<file path="config.mk">
export PLATFORM = sky130hd
export DESIGN_NAME = reg_access_arbiter
export DESIGN_NICKNAME = d
export VERILOG_FILES = /design/src/rtl/reg_access_arbiter.sv
export SDC_FILE = /design/constraint.sdc
export NUM_CORES = 1
export LEC_CHECK = 0
export BUFFER_PORTS_ARGS = -buffer_cell sky130_fd_sc_hd__clkbuf_2
export CAP_MARGIN = 20
export CORE_MARGIN = 1.5
export CORE_UTILIZATION = 49
export CTS_CLUSTER_SIZE = 10
export DETAILED_ROUTE_END_ITERATION = 16
export PLACE_DENSITY = 0.87
export SETUP_SLACK_MARGIN = 0.4
export SLEW_MARGIN = 5
export SYNTH_ARGS = -nofsm -noshare
export SYNTH_HDL_FRONTEND = slang
export SYNTH_SLANG_ARGS = --single-unit
</file>
<file path="constraint.sdc">
create_clock -name i_clock -period 5.4 [get_ports i_clock]
set_input_delay 0.54 -clock i_clock [delete_from_list [all_inputs] [get_ports i_clock]]
set_output_delay 0.54 -clock i_clock [all_outputs]
set_load 0.02 [all_outputs]
</file>
<file path="src/rtl/reg_access_arbiter.sv">
// -----------------------------------------------------------------------------
// reg_access_arbiter
//
// Shares one N-bit enable/reset register among R requesters. A round-robin
// arbiter picks one requester in IDLE, then every write runs through the fixed
// sequence WRITE -> CHECK -> ACK: one cycle of register enable, one cycle to
// read Q back and compare it with the written data, one cycle of ack.
//
// Handshake: a requester raises i_req[i] and holds it (and its i_wdata slot)
// until it sees o_ack[i] for one cycle. Requests and data are sampled only in
// IDLE; later changes do not affect a write already in flight. Dropping
// i_req mid-write does not abort it, and the ack still pulses.
//
// Ports
//   i_clock      rising-edge clock
//   i_rst_n      asynchronous active-low reset
//   i_req        per-requester write request
//   i_wdata      packed write data, requester i at [i*N +: N]
//   o_gnt        one-hot owner marker during WRITE/CHECK/ACK
//   o_ack        one-cycle pulse to the owner when its write is done
//   o_err        readback mismatch, valid only in the ack cycle
//   o_rdata      Q value captured in CHECK, held until the next CHECK
//   o_reg_d      register D input (latched write data)
//   o_reg_en     register enable, high for exactly one cycle per write
//   i_reg_q      register Q output
//   o_busy       high whenever the FSM is not in IDLE
//   o_owner      index of the current or last granted requester
//   o_dbg_state  FSM state for observation (0 IDLE, 1 WRITE, 2 CHECK, 3 ACK)
// -----------------------------------------------------------------------------
module reg_access_arbiter #(
  parameter int N   = 32,
  parameter int R   = 4,
  parameter int IDW = 2
) (
  input  logic           i_clock,
  input  logic           i_rst_n,
  input  logic [R-1:0]   i_req,
  input  logic [R*N-1:0] i_wdata,
  output logic [R-1:0]   o_gnt,
  output logic [R-1:0]   o_ack,
  output logic           o_err,
  output logic [N-1:0]   o_rdata,
  output logic [N-1:0]   o_reg_d,
  output logic           o_reg_en,
  input  logic [N-1:0]   i_reg_q,
  output logic           o_busy,
  output logic [IDW-1:0] o_owner,
  output logic [1:0]     o_dbg_state
);

  typedef enum logic [1:0] {
    S_IDLE  = 2'd0,
    S_WRITE = 2'd1,
    S_CHECK = 2'd2,
    S_ACK   = 2'd3
  } state_t;

  state_t         r_state;
  state_t         w_next_state;

  logic [IDW-1:0] r_ptr;
  logic [IDW-1:0] r_owner;
  logic [N-1:0]   r_data;
  logic [N-1:0]   r_rdata;
  logic           r_mismatch;

  logic           w_found;
  logic [IDW-1:0] w_pick;
  logic [IDW:0]   w_j;
  logic [IDW-1:0] w_next_ptr;
  logic [N-1:0]   w_pick_data;
  logic [R-1:0]   w_owner_oh;

  // Round-robin search: walk R slots starting at the pointer. w_j carries one
  // spare bit so ptr + k never overflows before the modulo-R wrap.
  always_comb begin
    w_found = 1'b0;
    w_pick  = '0;
    w_j     = '0;
    for (int k = 0; k < R; k++) begin
      w_j = {1'b0, r_ptr} + (IDW+1)'(k);
      if (w_j >= (IDW+1)'(R)) begin
        w_j = w_j - (IDW+1)'(R);
      end
      if (!w_found && i_req[w_j[IDW-1:0]]) begin
        w_found = 1'b1;
        w_pick  = w_j[IDW-1:0];
      end
    end
  end

  assign w_next_ptr = (w_pick == IDW'(R-1)) ? '0 : w_pick + 1'b1;

  // Select the winner's data slot with constant part-selects only.
  always_comb begin
    w_pick_data = '0;
    for (int k = 0; k < R; k++) begin
      if (IDW'(k) == w_pick) begin
        w_pick_data = i_wdata[k*N +: N];
      end
    end
  end

  assign w_owner_oh = {{(R-1){1'b0}}, 1'b1} << r_owner;

  // State register
  always_ff @(posedge i_clock or negedge i_rst_n) begin
    if (!i_rst_n) begin
      r_state <= S_IDLE;
    end else begin
      r_state <= w_next_state;
    end
  end

  // Next-state logic
  always_comb begin
    w_next_state = r_state;
    case (r_state)
      S_IDLE:  if (w_found) w_next_state = S_WRITE;
      S_WRITE: w_next_state = S_CHECK;
      S_CHECK: w_next_state = S_ACK;
      S_ACK:   w_next_state = S_IDLE;
      default: w_next_state = S_IDLE;
    endcase
  end

  // Output logic
  always_comb begin
    o_gnt    = '0;
    o_ack    = '0;
    o_err    = 1'b0;
    o_reg_en = 1'b0;
    o_busy   = (r_state != S_IDLE);
    case (r_state)
      S_WRITE: begin
        o_gnt    = w_owner_oh;
        o_reg_en = 1'b1;
      end
      S_CHECK: o_gnt = w_owner_oh;
      S_ACK: begin
        o_gnt = w_owner_oh;
        o_ack = w_owner_oh;
        o_err = r_mismatch;
      end
      default: ;
    endcase
  end

  // Datapath: grant latch in IDLE, readback capture in CHECK. r_data doubles
  // as the register D drive, so reg_d holds its last value outside WRITE.
  always_ff @(posedge i_clock or negedge i_rst_n) begin
    if (!i_rst_n) begin
      r_ptr      <= '0;
      r_owner    <= '0;
      r_data     <= '0;
      r_rdata    <= '0;
      r_mismatch <= 1'b0;
    end else begin
      if (r_state == S_IDLE && w_found) begin
        r_owner <= w_pick;
        r_data  <= w_pick_data;
        r_ptr   <= w_next_ptr;
      end
      if (r_state == S_CHECK) begin
        r_rdata    <= i_reg_q;
        r_mismatch <= (i_reg_q != r_data);
      end
    end
  end

  assign o_reg_d     = r_data;
  assign o_rdata     = r_rdata;
  assign o_owner     = r_owner;
  assign o_dbg_state = r_state;

endmodule

</file>
==> flow_metrics.env <==
export IMPL_worst_pin_slew_ns=1.07
export IMPL_internal_power_mw=1.80
export IMPL_netlist_instances=459
export IMPL_grt_pass1_vias=4085
export IMPL_p_sw_share_pct=47.6
export IMPL_std_cell_rows=34
export IMPL_cp_end_kind="flip-flop"
export IMPL_worstSkewPairLatency_ns=0.33
export IMPL_area_delta_synth_final_pct=31.7
export IMPL_fin_crit_ns=3.18
export IMPL_fin_setup_tns_ns=0
export IMPL_dr_first_iter_drc_count=135
export IMPL_antenna_found_initial=0
export IMPL_path_class="flip-flop to flip-flop"
export IMPL_io_buffers=244
export IMPL_hold_path_class="input port to asynchronous set/reset pin"
export IMPL_cts_tree="built"
export IMPL_p_seq_share_pct=30.4
export IMPL_fin_skew_ns=0.0125
export IMPL_wl_mm=13.4
export IMPL_cts_htree_levels=3
export IMPL_via_per_inst=5.41
export IMPL_leakage_nw=2.85
export IMPL_clk_pin_slew_ns=0.09
export IMPL_arrival_ns=3.40
export IMPL_die_w_um=97.3
export IMPL_core_area_sq_um=8680
export IMPL_p_clk_share_pct=12.2
export IMPL_grt_pass1_wl_mm=20.9
export IMPL_clockBufferDepth=2
export IMPL_timing_fmax_mhz=314
export IMPL_cellPowerDensity_nw_per_um2=597
export IMPL_n_antenna_cell=0
export IMPL_crit_path_max_incr_delay_ns=0.98
export IMPL_crit_slowest_cell="ha_2"
export IMPL_async_flop_share_pct=100
export IMPL_fin_util_pct=66.2
export IMPL_start_util_pct=50.3
export IMPL_cts_resized=0
export IMPL_dieArea_sq_um=9480
export IMPL_drt_drc_violations_left=0
export IMPL_vias=4299
export IMPL_crit_chain="nor2b_1 > a21oi_1 > o22ai_1 > a21oi_1 > ha_2 > nor2b_1 > a221oi_1 > nor3_1 > a21oi_1 > o21ai_1"
export IMPL_drive_gt1_share_pct=44.5
export IMPL_antenna_left=0
export IMPL_synth_edf_count=0
export IMPL_crit_top_cell="a21oi_1"
export IMPL_p_comb_share_pct=57.4
export IMPL_synth_cell_type_count=36
export IMPL_num_io_pins=245
export IMPL_grt_usage_pct=27.9
export IMPL_drt_pass1_iter_count=5
export IMPL_yosys_warnings=0
export IMPL_syn_num_nets=634
export IMPL_clock_sinks=71
export IMPL_synth_area_sq_um=4360
export IMPL_hpwlAfterDp_mm=10.7
export IMPL_place_gp_congestion=0.981
export IMPL_crit_path_max_fanout=64
export IMPL_p_total_mw=3.43
export IMPL_report_final_slew_viol_count=0
export IMPL_yosysSeqAreaShare_pct=40.7
export IMPL_hold_violations=0
export IMPL_cts_hold_buf=0
export IMPL_synthFlopType="dfrtp_1"
export IMPL_postSynthAreaPerCell_sq_um=9.50
export IMPL_cts_setup_buffers=0
export IMPL_irDropWorstVdd_mv=0.311
export IMPL_drv_cap=0
export IMPL_startpoint_type="flip-flop"
export IMPL_die_y_um=97.3
export IMPL_cts_inserted_buffers=9
export IMPL_period_share_pct=58.9
export IMPL_grt_max_degree=72
export IMPL_fill_cells=732
export IMPL_switchingPower_mw=1.63
export IMPL_wire_per_inst_um=16.8
export IMPL_setup_viol=0
export IMPL_rsz0062_at_grt="false"
export IMPL_ys_ff_latch=71
export IMPL_root_buffer="clkbuf_8"
export IMPL_critPathRequiredTime_ns=5.61
export IMPL_hold_worst_slack_ns=0.397
export IMPL_grt_overflow_total=0
export IMPL_finalNetCount=856
export IMPL_max_slew_margin_pct=28.6
export IMPL_status="finished clean"
[logic make-up (layout without fill, tap and decap cells)]
family | Yosys count | count (layout) | synth area share, %
muxes | 33 | 33 | 8.52
buffers and inverters | 46 | 273 | 6.11
DFF | 71 | 71 | 40.7
adders and majority gates | 9 | 9 | 2.58
AOI/OAI and AO/OA | 109 | 109 | 15.8
and+or+nand+nor | 159 | 159 | 19.9
xor gates and xnor gates | 32 | 32 | 6.43
[synth_stat cells (2+ instances only)]
library cell  instances  area, sq um
nand2_1              38          143
nor2b_1              66          413
inv_1                 8         30.0
and3b_1               2         17.5
clkbuf_2              2         10.0
xnor2_1              17          149
xor2_1               15          131
dfrtp_1              71         1780
ha_1                  9          113
clkbuf_1             18         67.6
o21ai_2               3         26.3
o21ai_0              23          115
nor3_1               34          170
buf_4                 3         22.5
a221oi_1             32          280
mux2_2               32          360
o22ai_1               3         18.8
nor2_1                2         7.51
buf_2                 6         30.0
nor4_1                4         25.0
nand4_1               5         31.3
buf_6                 6         67.6
o21ai_1              10         50.1
nor3b_1               3         22.5
a21oi_1              36          180
[cell type report]
class | instances | area [sq um] | area share, %
clock buffers | 9 | 124 | 2.16
clock inverters | 7 | 71.3 | 1.24
repair buffers | 249 | 1280 | 22.3
well taps | 108 | 135 | 2.35
multi-input cells | 342 | 2330 | 40.5
inverters | 8 | 30.0 | 0.523
flip-flops and latches | 71 | 1780 | 30.9
[critical path, delay by kind of cell, from the launching register on]
family | cells | cell delay [ns]
compound gates | 6 | 1.37
fa+ha+maj | 1 | 0.98
flops | 1 | 0.41
simple gates | 3 | 0.27
[power by group through the flow]
stage          combinational, mW  clock (mW)  sequential, mW
2_1_floorplan               1.17           0            1.26
3_3_place_gp                1.88           0            1.03
3_5_place_dp                1.96           0            1.05
4_1_cts                     1.97       0.428            1.04
5_1_grt                     2.15       0.457            1.07
6_report                    1.97       0.419            1.04
[layer usage]
metal  share of wire, %  GRT usage (%)
met3                5.4           3.31
met5                  0              0
met1                 44           38.4
met4                1.8           8.79
met2                 49           46.2
[placed cells by master (no fill, tap or decap), types with 3 or more instances in the layout]
cell type	Yosys	routed
clkbuf_2	2	243
dfrtp_1	71	71
nor2b_1	66	66
nand2_1	38	38
a21oi_1	36	36
nor3_1	34	34
a221oi_1	32	32
mux2_2	32	32
o21ai_0	23	23
xnor2_1	17	17
xor2_1	15	15
o21ai_1	10	10
clkbuf_8	0	9
inv_1	8	8
ha_1	9	6
nand4_1	5	5
nor4_1	4	4
o22ai_1	3	3
nor3b_1	3	3
o21ai_2	3	3
ha_2	0	3
clkinv_2	0	3
buf_4	3	3
[sequential cells by signal, indices dropped and copies added, names as in the netlist]
name and flops:
o_owner 2, r_ptr 2, r_mismatch 1, o_reg_d 32
o_rdata 32, o_dbg_state 2
[through the flow]
stage | instance area (sq um) | worst slack [ns] | std cells
3_5_place_dp | 5530 | 2.00 | 777
4_1_cts | 5730 | 2.32 | 793
5_1_grt | 5740 | 1.88 | 794
3_3_place_gp | 5510 | 2.17 | 776
2_1_floorplan | 4360 | 3.07 | 459
6_report | 5740 | 2.22 | 794
[path summary, 6_finish.rpt]
kind	end	from	cells after the start	slack, ns
setup / recovery	o_reg_d[2]	r_ptr[0]	10	2.22
max in group asynchronous	r_mismatch	i_rst_n	2	4.37
min in group i_clock	o_rdata[20]	i_reg_q[20]	2	0.46
setup reg to reg	o_reg_d[2]	r_ptr[0]	10	2.22
hold / removal	o_rdata[13]	i_rst_n	2	0.40
hold reg to reg	o_rdata[28]	o_rdata[28]	1	0.51
(Power assumes the default switching activity.)
